`config.mk`:
```
export PLATFORM = sky130hd
export DESIGN_NAME = multi_debounce
export DESIGN_NICKNAME = d
export VERILOG_FILES = /design/src/rtl/multi_debounce.sv
export SDC_FILE = /design/constraint.sdc
export NUM_CORES = 1
export LEC_CHECK = 0
export CAP_MARGIN = 20
export CORE_MARGIN = 5
export CORE_UTILIZATION = 25
export CTS_CLUSTER_DIAMETER = 60
export DETAILED_ROUTE_END_ITERATION = 8
export PLACE_DENSITY = 0.41
export SETUP_SLACK_MARGIN = 0.5
export SYNTH_ARGS = -nofsm -noshare
export SYNTH_HDL_FRONTEND = slang
export SYNTH_SLANG_ARGS = --single-unit
```
`constraint.sdc`:
```
create_clock -name clk -period 2.55 [get_ports clk]
set_input_delay 0.255 -clock clk [delete_from_list [all_inputs] [get_ports clk]]
set_output_delay 0.255 -clock clk [all_outputs]
set_load 0.05 [all_outputs]
```
`src/rtl/multi_debounce.sv`:
```
// multi_debounce: N-channel push-button conditioner.
// Each channel synchronises its raw pin and debounces it with a stability
// counter. It produces a registered level, one-cycle rise/fall pulses, and a
// press pulse. The press pulse fires on rise and can auto-repeat while the
// button is held.
module multi_debounce #(
    parameter int CHANNELS      = 5,
    parameter int SYNC_STAGES   = 2,
    parameter int STABLE_CYCLES = 10,
    parameter int REPEAT_DELAY  = 8,
    parameter int REPEAT_RATE   = 3
) (
    input  logic                clk,
    input  logic                reset,
    input  logic [CHANNELS-1:0] D_in,
    input  logic                repeat_en,
    output logic [CHANNELS-1:0] level,
    output logic [CHANNELS-1:0] rise,
    output logic [CHANNELS-1:0] fall,
    output logic [CHANNELS-1:0] press
);

    localparam int CW   = $clog2(STABLE_CYCLES + 1);
    localparam int RMAX = (REPEAT_DELAY > REPEAT_RATE) ? REPEAT_DELAY : REPEAT_RATE;
    localparam int RW   = $clog2(RMAX + 1);

    localparam logic [CW-1:0] CNT_LAST   = CW'(STABLE_CYCLES - 1);
    localparam logic [RW-1:0] DELAY_LAST = RW'(REPEAT_DELAY - 1);
    localparam logic [RW-1:0] RATE_LAST  = RW'(REPEAT_RATE - 1);

    typedef enum logic [1:0] {
        IDLE = 2'd0,
        HOLD = 2'd1,
        RPT  = 2'd2
    } rpt_state_t;

    for (genvar i = 0; i < CHANNELS; i++) begin : g_ch
        logic [SYNC_STAGES-1:0] sync_q;
        logic                   s;
        logic [CW-1:0]          cnt_q;
        logic                   lvl_q;
        logic                   rise_q;
        logic                   fall_q;
        logic                   press_q;
        logic                   accept;
        logic                   rise_d;
        logic                   fall_d;
        logic                   press_d;
        rpt_state_t             st_q;
        rpt_state_t             st_d;
        logic [RW-1:0]          rcnt_q;
        logic [RW-1:0]          rcnt_d;

        assign s      = sync_q[SYNC_STAGES-1];
        // A change is accepted on the STABLE_CYCLES-th consecutive differing sample.
        assign accept = (s != lvl_q) && (cnt_q == CNT_LAST);
        assign rise_d = accept & s;
        assign fall_d = accept & ~s;

        // Synchronise the asynchronous pin through a shift chain.
        always_ff @(posedge clk or posedge reset) begin
            if (reset) begin
                sync_q <= '0;
            end else begin
                sync_q <= {sync_q[SYNC_STAGES-2:0], D_in[i]};
            end
        end

        // Stability counter. Any sample equal to the level restarts the count.
        always_ff @(posedge clk or posedge reset) begin
            if (reset) begin
                cnt_q  <= '0;
                lvl_q  <= 1'b0;
                rise_q <= 1'b0;
                fall_q <= 1'b0;
            end else begin
                rise_q <= rise_d;
                fall_q <= fall_d;
                if ((s == lvl_q) || accept) begin
                    cnt_q <= '0;
                end else begin
                    cnt_q <= cnt_q + 1'b1;
                end
                if (accept) begin
                    lvl_q <= s;
                end
            end
        end

        // Repeat FSM state, repeat counter and registered press.
        always_ff @(posedge clk or posedge reset) begin
            if (reset) begin
                st_q    <= IDLE;
                rcnt_q  <= '0;
                press_q <= 1'b0;
            end else begin
                st_q    <= st_d;
                rcnt_q  <= rcnt_d;
                press_q <= press_d;
            end
        end

        // Repeat FSM next state. A fall overrides everything, so no press occurs on a fall.
        always_comb begin
            st_d    = st_q;
            rcnt_d  = rcnt_q;
            press_d = 1'b0;
            if (fall_d) begin
                st_d   = IDLE;
                rcnt_d = '0;
            end else begin
                case (st_q)
                    IDLE: begin
                        if (rise_d) begin
                            st_d    = HOLD;
                            rcnt_d  = '0;
                            press_d = 1'b1;
                        end
                    end
                    HOLD: begin
                        if (!repeat_en) begin
                            rcnt_d = '0;
                        end else if (rcnt_q == DELAY_LAST) begin
                            st_d    = RPT;
                            rcnt_d  = '0;
                            press_d = 1'b1;
                        end else begin
                            rcnt_d = rcnt_q + 1'b1;
                        end
                    end
                    RPT: begin
                        if (!repeat_en) begin
                            st_d   = HOLD;
                            rcnt_d = '0;
                        end else if (rcnt_q == RATE_LAST) begin
                            rcnt_d  = '0;
                            press_d = 1'b1;
                        end else begin
                            rcnt_d = rcnt_q + 1'b1;
                        end
                    end
                    default: begin
                        st_d   = IDLE;
                        rcnt_d = '0;
                    end
                endcase
            end
        end

        assign level[i] = lvl_q;
        assign rise[i]  = rise_q;
        assign fall[i]  = fall_q;
        assign press[i] = press_q;
    end

endmodule
```
# After elaboration in Yosys (flattened, before gate mapping)
# Cells that the tools add are included.
# totals
romBits	0
memories	0
latchBits	0
mem_bits_rw	0
regBits	80
word_cells	241
# classes
mul	0
n_mux	101
addsub	10
reduce_logical	20
n_bitwise	15
n_shift	0
n_eq_ne	55
n_lt_le_gt_ge	0
n_div	0
# op_table
op	count
$mux W4	35
$ne A3 B3 Y1 const B	20
$pmux W4 S3	5
$mux W2	21
$add A4 B1 Y4 const B	10
$mux W1	30
$pmux W2 S3	5
$eq A4 B2 Y1 const B	5
$eq A4 B3 Y1 const B	5
$eq A4 B4 Y1 const B	5
$reduce_and A4 Y1	5
$pmux W1 S3	5
$and A1 B1 Y1	10
$eq A2 B1 Y1 const B	5
$eq A2 B2 Y1 const B	5
$logic_not A2 Y1	5
$eq A1 B1 Y1	5
$logic_and A1 B1 Y1	5
$logic_or A1 B1 Y1	5
$ne A1 B1 Y1	5
$not A1 Y1	5

# Depth between registers and ports, before layout
# logic_depth
ltp_word	6
depth_mapped	7
ltp_nobuf	7

# Worst setup path before layout
# No wires, ideal clock.
# synth_path
path_type	register to register
from	register g_ch[2].st_q[1]
to	register g_ch[2].rcnt_q[1]
required_ns	2.429
setup_time_ns	0.121
slack_ns	0.791
stages_incl_launch_ff	6
arrival_ns	1.638
n_path_buf	0
cell_sequence	dfrtp_1 > inv_1 > ha_1 > or4b_2 > nor4b_1 > a22o_1
# synth_between
elab_chain_cells	3
# synth_lines
item	line	rtl
start, declared	49	rpt_state_t st_q;
start signal, assigned	97	st_q <= st_d;
$eq A2 B2 Y1, or another cell as far along	112	case (st_q)
$pmux W4 S3	112	
$mux W4	108	if (fall_d) begin
end signal, assigned	98	rcnt_q <= rcnt_d;
end, declared	51	logic [RW-1:0] rcnt_q;
# Several ways; a longest one is shown, not always the timed one.
# A chain may end at the register's enable or synchronous reset.

# Final worst setup path
# layout_path
from	register g_ch[2].st_q[1]
to	register g_ch[2].rcnt_q[3]
# Same word-level chain as after synthesis.

==> run metrics <==
most frequent cells in the layout dfrtp_1, nand2_1, ha_1; Layout Skew 0.00552 ns; pin count of the biggest net entering global routing 81; Final min period 1.94 ns; drc violations 0; chip height 143 um; Total GRT Usage 8.86%; diodes inserted 0; Setup Fix Bufs, Post-CTS 0; Crit Reg-Reg Endpoint g_ch[2].rcnt_q[3]; critical path class reg2reg; number of flops mapped to enable cells by yosys 0; Worst slew margin 59.3%; initial core utilization 25.6%; Initial DRT Pass Iterations 4; layout cells sized above 1 7.97%; Slew Viols, Final 0; Synth Area in Adders 12.1%; Worst Path Arrival 2.16 ns; Post-Synth XOR/XNOR Area 2.95%; CTS tree yes; register-to-register setup slack 0.61 ns; Syn Std Cell Area 4450 sq um; CP Data Required Time 2.77 ns; H-tree depth 3; Synth async-reset ratio 100%; Compound-Gate Fraction of Synth Area 13.0%; initial antenna violation count 0; FMAX 517 MHz; Die X 143 um; hold buffer count at cts 0; min-delay worst type reg2reg; Seq/Total Area, Yosys 45.0%; synth warn 0; RSZ-0062 raised after global routing false; clk_lat worst skew 0.34 ns; Worst R2R Path Depth 5; vias in the first global route 3033; routability cong. 0.825; simple-gate area share of the yosys netlist 19.4%; leading cell type in the layout, fill and taps excluded dfrtp_1; Hold Path Origin g_ch[0].sync_q[0]; syn avg cell area 10.0 sq um; Area Overhead vs Synth 16.1%; final hold vios 0; overall die area 20600 sq um; detailed-placement wirelength estimate 6.00 mm; largest family of logic cells by synthesized area simple AND/OR/NAND/NOR gates; IO buf count 27; final wirelength 8.39 mm; Synth cell types 52; Synth Flop Type dfrtp_1; Final WS setup 0.614 ns; Setup TNS Final 0 ns; Slew @ Worst Pin 0.602 ns; CTS Sinks 80; IO Count 28; final setup vio count 0; Final Cycle Share 75.9%; FF+latch count, synth 80; Reg2Reg Launch Point g_ch[2].st_q[1]; post_cts resized 0; pre-CTS setup slack 0.416 ns; Critical Path Start g_ch[2].st_q[1]; Worst Setup EP g_ch[2].rcnt_q[3]; Worst Setup End Kind flip-flop; PD cells 852 nW/um^2; multiplexer area fraction after synthesis 0.956%; Overflow after GRT 0; VDD IR max 329 uV; Synthesized Nets 496; status finished clean; DR WL/cell 12.2 um; crit path max fanout 5; row count 48; crit start category flip-flop; vias per inst 4.43; cells after synthesis 445; Max Cap Viol 0; via count 3052; core area 17400 sq um; leakage power total 2.30 nW; Num CTS Buffers 9; Clock Pin Slew Worst Setup and Hold Paths 0.06 ns; ANT nets after route 0; CTS Root Cell clkbuf_16; Max Buffers Root-to-Sink 2; Iter 0 DRT Violations 124; first-pass GRT wire length 14.6 mm; nets@finish 510
[per-stage QoR]
step	hold slack, ns	cell area, sq um	utilization [%]	instances	total power [W]
3_5_place_dp	0.335	4860	28.0	673	0.00311
2_1_floorplan	0.286	4450	-	445	0.00278
4_1_cts	0.335	5170	29.8	689	0.00448
5_1_grt	0.336	5170	29.8	689	0.00475
3_3_place_gp	0.333	4860	28.0	673	0.00308
6_report	0.346	5170	29.8	689	0.00440
[worst max-delay path, stage by stage (launching register included)]
cell and delay [ns]:
dfrtp_1 0.41, inv_1 0.10, ha_1 0.24, or4b_2 0.65, nor4b_1 0.21, a22o_1 0.22
[layer usage]
layer,routed length [um],track usage (%),up-vias,part of all wire (%)
li1,-,-,1554,-
met1,4170,11.5,1446,50
met2,3760,13.8,39,45
met3,292,2.23,13,3.5
met4,175,4.16,0,2.1
met5,0,0,-,0
[worst min path at each step]
| stage | to | slack, ns | cells after the start |
|---|---|---|---|
| finish | g_ch[0].sync_q[1] | 0.35 | 0 |
| global placement | g_ch[0].sync_q[1] | 0.33 | 0 |
| global route | g_ch[4].sync_q[0] | 0.34 | 1 |
| floorplan | g_ch[0].sync_q[0] | 0.29 | 0 |
| detailed placement | g_ch[0].sync_q[1] | 0.33 | 0 |
| CTS | g_ch[4].sync_q[0] | 0.34 | 1 |
[power by group]
group | internal [W] | switching [W]
logic | 0.000613 | 0.000811
clock network | 0.000812 | 0.000513
registers | 0.00145 | 0.000197
[layout make-up]
cell class,instances,area [sq um]
tap,225,282
multi-input combinational,308,2160
timing repair buffer,29,298
clock inverter,4,52.6
fill,1792,12200
clock buffer,12,256
sequential,80,2000
inverter,31,120
[cells by family after synthesis]
kind of cell / count (synthesis)
buffers and inverters: 57
and+or+nand+nor: 167
xor gates and xnor gates: 15
adders and majority gates: 43
muxes: 4
DFF: 80
AOI/OAI and AO/OA: 79
[sequential cells by signal (all words and copies together) (netlist names)]
signal and cells:
g_ch.rise_q 5, g_ch.fall_q 5, g_ch.sync_q 10, g_ch.st_q 10, g_ch.press_q 5, g_ch.rcnt_q 20, g_ch.cnt_q 20, g_ch.lvl_q 5
[cell usage after synthesis, types with 3 or more instances]
master | number | area, sq um
nand3_1 | 17 | 85.1
o211ai_1 | 5 | 37.5
o31ai_1 | 4 | 30.0
a22o_1 | 9 | 78.8
or2_2 | 9 | 56.3
nand2_1 | 45 | 169
nor2_1 | 42 | 158
nand2b_1 | 3 | 18.8
nor4b_1 | 3 | 26.3
a22oi_1 | 3 | 22.5
xnor2_1 | 9 | 78.8
o21bai_1 | 3 | 22.5
dfrtp_1 | 80 | 2000
a21o_1 | 4 | 30.0
or3_1 | 3 | 18.8
xor2_1 | 6 | 52.6
nand3b_1 | 13 | 97.6
o21ai_0 | 16 | 80.1
inv_1 | 31 | 116
nand4b_1 | 4 | 35.0
and3b_1 | 5 | 43.8
buf_4 | 20 | 150
o22ai_1 | 3 | 18.8
clkbuf_1 | 4 | 15.0
a21oi_1 | 10 | 50.1
ha_1 | 43 | 538
nor3_1 | 7 | 35.0
nor3b_1 | 5 | 37.5
a32o_1 | 3 | 30.0
No activity file was read; power rests on OpenSTA's default activity.
